File: src/rtl/sound_sequencer.sv
// Arbitrates four clip requests onto one ROM by fixed priority with pre-emption; rom_addr steps every TICK_DIV cycles.
// Sample reaches the audio port 2 cycles after its address; write_audio_out follows audio_out_allowed and never stalls the FSM.
module sound_sequencer #(
    parameter int ADDR_W   = 18,
    parameter int SAMPLE_W = 6,
    parameter int TICK_DIV = 1200,
    parameter logic [4*ADDR_W-1:0] CLIP_START = {18'd83255, 18'd66983, 18'd16396, 18'd0},
    parameter logic [4*ADDR_W-1:0] CLIP_END   = {18'd137138, 18'd83254, 18'd66982, 18'd16395}
) (
    input  logic                CLOCK_50,
    input  logic                reset,
    input  logic [3:0]          sound_req,
    output logic [ADDR_W-1:0]   rom_addr,
    input  logic [SAMPLE_W-1:0] rom_q,
    input  logic                audio_out_allowed,
    output logic                write_audio_out,
    output logic [31:0]         left_channel_audio_out,
    output logic [31:0]         right_channel_audio_out,
    output logic                busy,
    output logic [1:0]          active_clip,
    output logic                clip_done
);

    localparam int TICK_W = (TICK_DIV > 2) ? $clog2(TICK_DIV) : 1;
    localparam logic [0:0] IDLE = 1'b0;
    localparam logic [0:0] PLAY = 1'b1;

    logic [0:0]          state;
    logic [3:0]          pending;
    logic [TICK_W-1:0]   tick;
    logic [SAMPLE_W-1:0] sample;

    logic       has_pend;
    logic [1:0] pick;
    logic       tick_last;
    logic       at_end;
    logic       preempt;
    logic       load;
    logic       done_now;
    logic [3:0] clr_mask;

    function automatic logic [ADDR_W-1:0] clip_start(input logic [1:0] idx);
        return CLIP_START[int'(idx)*ADDR_W +: ADDR_W];
    endfunction

    function automatic logic [ADDR_W-1:0] clip_end(input logic [1:0] idx);
        return CLIP_END[int'(idx)*ADDR_W +: ADDR_W];
    endfunction

    // Lowest set index wins.
    always_comb begin
        has_pend = |pending;
        pick     = 2'd0;
        for (int i = 3; i >= 0; i--) begin
            if (pending[i]) pick = 2'(i);
        end
    end

    assign tick_last = (tick == TICK_W'(TICK_DIV - 1));
    assign at_end    = (rom_addr == clip_end(active_clip));
    assign preempt   = (state == PLAY) && has_pend && (pick < active_clip);

    always_comb begin
        load     = 1'b0;
        done_now = 1'b0;
        if (state == IDLE) begin
            load = has_pend;
        end else if (preempt) begin
            load = 1'b1;
        end else if (tick_last && at_end) begin
            done_now = 1'b1;
            load     = has_pend;
        end
    end

    assign clr_mask = load ? (4'b0001 << pick) : 4'b0000;

    always_ff @(posedge CLOCK_50) begin
        if (reset) begin
            state       <= IDLE;
            pending     <= 4'b0000;
            rom_addr    <= '0;
            tick        <= '0;
            sample      <= '0;
            active_clip <= 2'd0;
            clip_done   <= 1'b0;
        end else begin
            // A request arriving on its own clear cycle survives.
            pending   <= (pending & ~clr_mask) | sound_req;
            clip_done <= done_now;
            sample    <= (state == PLAY) ? rom_q : '0;
            if (load) begin
                state       <= PLAY;
                rom_addr    <= clip_start(pick);
                active_clip <= pick;
                tick        <= '0;
            end else if (state == PLAY) begin
                if (done_now) begin
                    state    <= IDLE;
                    rom_addr <= '0;
                    tick     <= '0;
                end else if (tick_last) begin
                    rom_addr <= rom_addr + 1'b1;
                    tick     <= '0;
                end else begin
                    tick <= tick + 1'b1;
                end
            end
        end
    end

    assign busy                    = (state == PLAY);
    assign write_audio_out         = audio_out_allowed & ~reset;
    assign left_channel_audio_out  = {sample, {(32-SAMPLE_W){1'b0}}};
    assign right_channel_audio_out = 32'd0;

endmodule

File: config.mk
export PLATFORM = sky130hd
export DESIGN_NAME = sound_sequencer
export DESIGN_NICKNAME = d
export VERILOG_FILES = /design/src/rtl/sound_sequencer.sv
export SDC_FILE = /design/constraint.sdc
export NUM_CORES = 1
export LEC_CHECK = 0
export BUFFER_PORTS_ARGS = -buffer_cell sky130_fd_sc_hd__clkbuf_2
export CAP_MARGIN = 20
export CORE_ASPECT_RATIO = 0.8
export CORE_MARGIN = 3
export CORE_UTILIZATION = 55
export DETAILED_ROUTE_END_ITERATION = 8
export GPL_TIMING_DRIVEN = 0
export MAX_ROUTING_LAYER = met4
export PLACE_DENSITY = 0.87
export SLEW_MARGIN = 40
export SYNTH_ARGS = -nofsm -noshare
export SYNTH_HDL_FRONTEND = slang
export SYNTH_SLANG_ARGS = --single-unit
export TNS_END_PERCENT = 50
File: constraint.sdc
create_clock -name CLOCK_50 -period 3.75 [get_ports CLOCK_50]
set_clock_uncertainty 0.2 [all_clocks]
set_input_delay 0.1875 -clock CLOCK_50 [delete_from_list [all_inputs] [get_ports CLOCK_50]]
set_output_delay 0.1875 -clock CLOCK_50 [all_outputs]
set_load 0.02 [all_outputs]
== Word-level counts from Yosys, hierarchy flattened ==
Index checks and enable logic that the tools add are counted.
W data, S select, Z words.
Cells by class
  $lt $le $gt $ge: 1
  shift operators: 3
  muxes and demuxes: 20
  equal/unequal tests: 2
  bitwise gates (word level): 6
  $add $sub $neg: 2
  multipliers: 2
  reductions and logical operators: 9
Operator list (number)
  $shiftx A72 B8 Y18 const A: 2
  $mux W18: 4
  $mux W11: 2
  $add A18 B1 Y18 const B: 1
  $eq A18 B18 Y1: 1
  $mul A2 B4 Y6 const B: 2
  $add A11 B1 Y11 const B: 1
  $eq A11 B11 Y1 const B: 1
  $mux W1: 9
  $mux W2: 4
  $and A4 B4 Y4: 1
  $mux W4: 1
  $not A4 Y4: 1
  $or A4 B4 Y4: 1
  $reduce_or A2 Y1: 2
  $reduce_or A4 Y1: 1
  $shl A1 B2 Y4 const A: 1
  $logic_and A1 B1 Y1: 3
  $reduce_bool A3 Y1: 1
  $lt A2 B2 Y1: 1
  $not A1 Y1: 2
  $reduce_and A2 Y1: 1
  $reduce_bool A2 Y1: 1
  $and A1 B1 Y1: 1
Word-level totals
  register bits: 43
  logic and storage cells: 52
  output and inout port bits: 87
  bits of input ports: 13

== Logic depth before layout (Yosys ltp) ==
  word-level depth: 12
  gate-level depth with buffers: 11
  depth with buffers taken out: 10

== Worst setup path after synthesis ==
OpenSTA, ideal clock, no wires.
  path kind: flip-flop to flip-flop
  start: register active_clip[0]
  end: register rom_addr[4]
  library setup time: 0.132 ns
  buffers on the path: 0
  data arrival time: 2.332 ns
  cell stages (with the launch flop): 10
  setup slack: 1.086 ns
  period minus slack after synthesis: 2.664 ns
  required time: 3.418 ns
  cell sequence: dfxtp_1 -> inv_1 -> ha_1 -> nor3_1 -> o22ai_2 -> nor4_4 -> nand4_2 -> o21a_1 -> a221oi_1 -> nor3_1
Between the ends
  longest elaborated chain between the ends: 10
  elaborated cells on any way between the ends: 18
  those cells by class: mul: 1; order compare: 1; eq/ne: 1; shift: 1; mux: 9; reduce/logical: 5
RTL lines
  from (decl): line 20  | output logic [1:0] active_clip,
  from (signal assigned): line 95  | active_clip <= pick;
  $mul A2 B4 Y6: line 47  | return CLIP_END[int'(idx)*ADDR_W +: ADDR_W];
  $shiftx A72 B8 Y18: line 47
  $eq A18 B18 Y1: line 60  | assign at_end = (rom_addr == clip_end(active_clip));
  $logic_and A1 B1 Y1: line 70  | end else if (tick_last && at_end) begin
  $mux W1: line 70
  $mux W1: line 68  | end else if (preempt) begin
  $mux W1: line 66  | if (state == IDLE) begin
  $mux W18: line 98  | if (done_now) begin
  $mux W18: line 97  | end else if (state == PLAY) begin
  $mux W18: line 92  | if (load) begin
  to (signal assigned): line 94  | rom_addr <= clip_start(pick);
  to (signal assigned): line 103  | rom_addr <= rom_addr + 1'b1;
  to (decl): line 13  | output logic [ADDR_W-1:0] rom_addr,
Parallel ways exist; a longest one is shown, timed or not. The select of a mux whose other input is x is not followed.
A chain may end at the register's enable or synchronous reset.

== Worst setup path in the final report ==
Ends and elaborated chain as after synthesis.

==> impl_metrics.yaml <==
yosys:
  synthFlopType: "dfxtp_1"
  yosysWarningCount: 0
  synth_top_family_by_area: "simple AND/OR/NAND/NOR gates"
  synth_largest_area_cell: "dfxtp_1"
  synth_most_common_cell: "buf_4"
  synthSimpleGateAreaFrac: 0.276
  synth_top_area_frac: 0.299
  synth_edf_count: 0
  synth_cell_types: 60
  ys_seq_elements: 43
  synthAdderAreaFrac: 0.0261
  synth-seq-area-share: 0.299
  synth-async-reset-ratio: 0
  synth_xor_xnor_area_share: 0.0152
  avgSynthCellArea_um2: 8.09
  synth_mux_area_frac: 0.00347
  synthesis.area_um2: 2880
  synth_compound_area_frac: 0.194
  synth_cells: 356
  synth.area.top_cells: "dfxtp_1, buf_4, a21oi_1"
  synth_common_cells: "buf_4, dfxtp_1, a21oi_1, nor2_1, nand2_1"
sta:
  setup_violations: 0
  period_minus_slack_ns: 3.03
  finalHoldViolations: 0
  worst_pin_slew_ns: 0.570
  layout_worst_path_cycle_share: 0.807
  tns_ns: 0
  rsz0062_at_grt: "no"
  fin_ws_ns: 0.725
  clock.fmax_ghz: 0.331
  relSlewSlack: 0.620
  finalMaxSlewViolations: 0
detailed_routing:
  highest_layer: "met4"
  drtAntennaViolNets: 0
  dr.first_iter.drc_count: 240
  wl_met3_um: 866
  drt_wl_total_um: 7360
  viasPerCell: 5.34
  wl_met2_um: 3180
  wire_per_inst_um: 13.8
  drc: 0
  firstDrtPassIters: 5
  via_count: 2846
  wl_met1_um: 3240
power:
  p_per_area_nw_per_um2: 382
  p_leak_uw: 0.00166
  ir_drop_mv: 0.273
clock_network:
  cts_setup_buffers: 0
  cts_tree: "built"
  clockBufferDepth: 2
  numCtsBuffers: 5
  clk-insertion-delay-late_ns: 0.30
  clkTransAtPathRegs_ns: 0.09
  cts.sinks: 43
  cts_root_buffer: "clkbuf_8"
  cts_max_level: 2
global_routing:
  grt_pass1_vias: 2507
  grt_pass1_wl_um: 11800
  grt.total_usage: 0.244
  grt_max_degree: 14
  grt_overflow: 0
  antenna_found_initial: 0
finish:
  design_area_um2: 3600
  area_delta_synth_final_pct: 24.9
  nNetsFinal: 491
  antennaDiodeCount: 0
  drive_gt1_frac: 0.268
place:
  placed_area_um2: 3380
  place_hpwl_um: 5500
  gp_congestion: 0.957
  post-place-ws_ns: 0.778
  port_buffers: 41
floorplan:
  die_w_um: 86.9
  start_util: 0.598
  fp.dieH_um: 70.7
  row_count: 22
  io_pins: 100
  dieArea_um2: 6150
  core_area_um2: 4820
critical_path:
  crit_buf_inv: 1
  cpMostUsedCell: "nor3_1"
  cp-end-kind: "register"
  arrival_ns: 2.99
  cpLargestDelayFamily: "simple AND/OR/NAND/NOR gates"
  start_kind: "register"
  required_ns: 3.72
  path_max_fanout: 8
  cpPeakStageDelay_ns: 0.44
  cp_slowest_cell: "dfxtp_1"
  critical_path_class: "reg2reg"
  crit_chain: "inv_1, ha_1, nor3_1, o22ai_2, nor4_4, nand4_2, o21a_1, a221oi_1, nor3_1"
flow_run:
  cap_violations: 0
hold_path:
  hp-class: "in2reg"
outcome:
  outcome: "completed"
-- state kept, by name (all words and copies together), names as in the netlist --
signal       flops
active_clip      2
busy             1
clip_done        1
pending          4
rom_addr        18
sample           6
tick            11
-- per-stage QoR --
stage	std cells	total power (µW)	hold slack (ns)	utilization
floorplan	413	881	0.105	-
global placement	514	975	0.193	0.701
detailed placement	514	982	0.196	0.701
CTS	532	1360	0.188	0.746
global route	533	1450	0.226	0.747
finish	533	1370	0.187	0.747
-- worst register-to-register path, delay by kind of cell, from the launching register on --
| family | cells | cell delay [ns] |
|---|---|---|
| DFF | 1 | 0.44 |
| and+or+nand+nor | 4 | 1.09 |
| buffers and inverters | 1 | 0.14 |
| adders and majority gates | 1 | 0.29 |
| AOI/OAI and AO/OA | 3 | 0.74 |
-- metal layers --
layer | GRT usage | vias to the layer above
li1 | - | 1387
met1 | 0.334 | 1279
met2 | 0.367 | 172
met3 | 0.0570 | 8
met4 | 0.0467 | 0
met5 | - | -
-- report_power, final --
part / switching [µW] / internal, µW
logic: 287 / 172
clock network: 163 / 216
registers: 46.7 / 489
-- timing repair --
action / in CTS / in global routing
hold buffers: 10 / 0
endpoints found under the hold margin: 10 / 0
endpoints found under the setup margin: 0 / 0
gates resized for setup: 0 / 0
-- layout by cell type, fill, tap and decap left out, drive strengths merged, types with 7 or more instances in the layout --
cell | netlist | final
dfxtp | 43 | 43
conb | 1 | 58
dlygate4sd3 | 0 | 10
buf | 64 | 64
o21ai | 17 | 17
and2 | 10 | 10
nand2b | 7 | 7
nand2 | 19 | 19
nand3 | 14 | 14
nor3 | 13 | 13
and3 | 16 | 16
nor4 | 7 | 7
nor2 | 27 | 27
clkbuf | 7 | 55
inv | 9 | 9
a21oi | 28 | 28
-- path summary, 6_finish.rpt --
| kind | startpoint | endpoint | slack, ns | cells past startpoint |
|---|---|---|---|---|
| worst max-delay path | active_clip[0] | rom_addr[4] | 0.72 | 9 |
| worst min-delay path | reset | tick[10] | 0.19 | 4 |
| worst max register to register | active_clip[0] | rom_addr[4] | 0.72 | 9 |
| worst min register to register | tick[1] | tick[1] | 0.29 | 2 |
-- logic make-up (layout without fill, tap and decap cells) --
kind of cell | after synthesis | in the layout
compound gates | 82 | 82
xor+xnor | 5 | 5
fa+ha+maj | 6 | 6
buf+inv | 80 | 140
flops | 43 | 43
mux | 1 | 1
other cells | 1 | 58
simple gates | 138 | 138
-- area by class of cell --
type,instances,area (µm²)
fillers,379,1220
repair buffers,52,310
clock inverters,2,35.0
well taps,60,75.1
inverters,9,33.8
clock buffers,6,82.6
multi-input cells,290,1700
plain buffers,71,500
flip-flops and latches,43,861
Power figures use the tool's default switching activity.
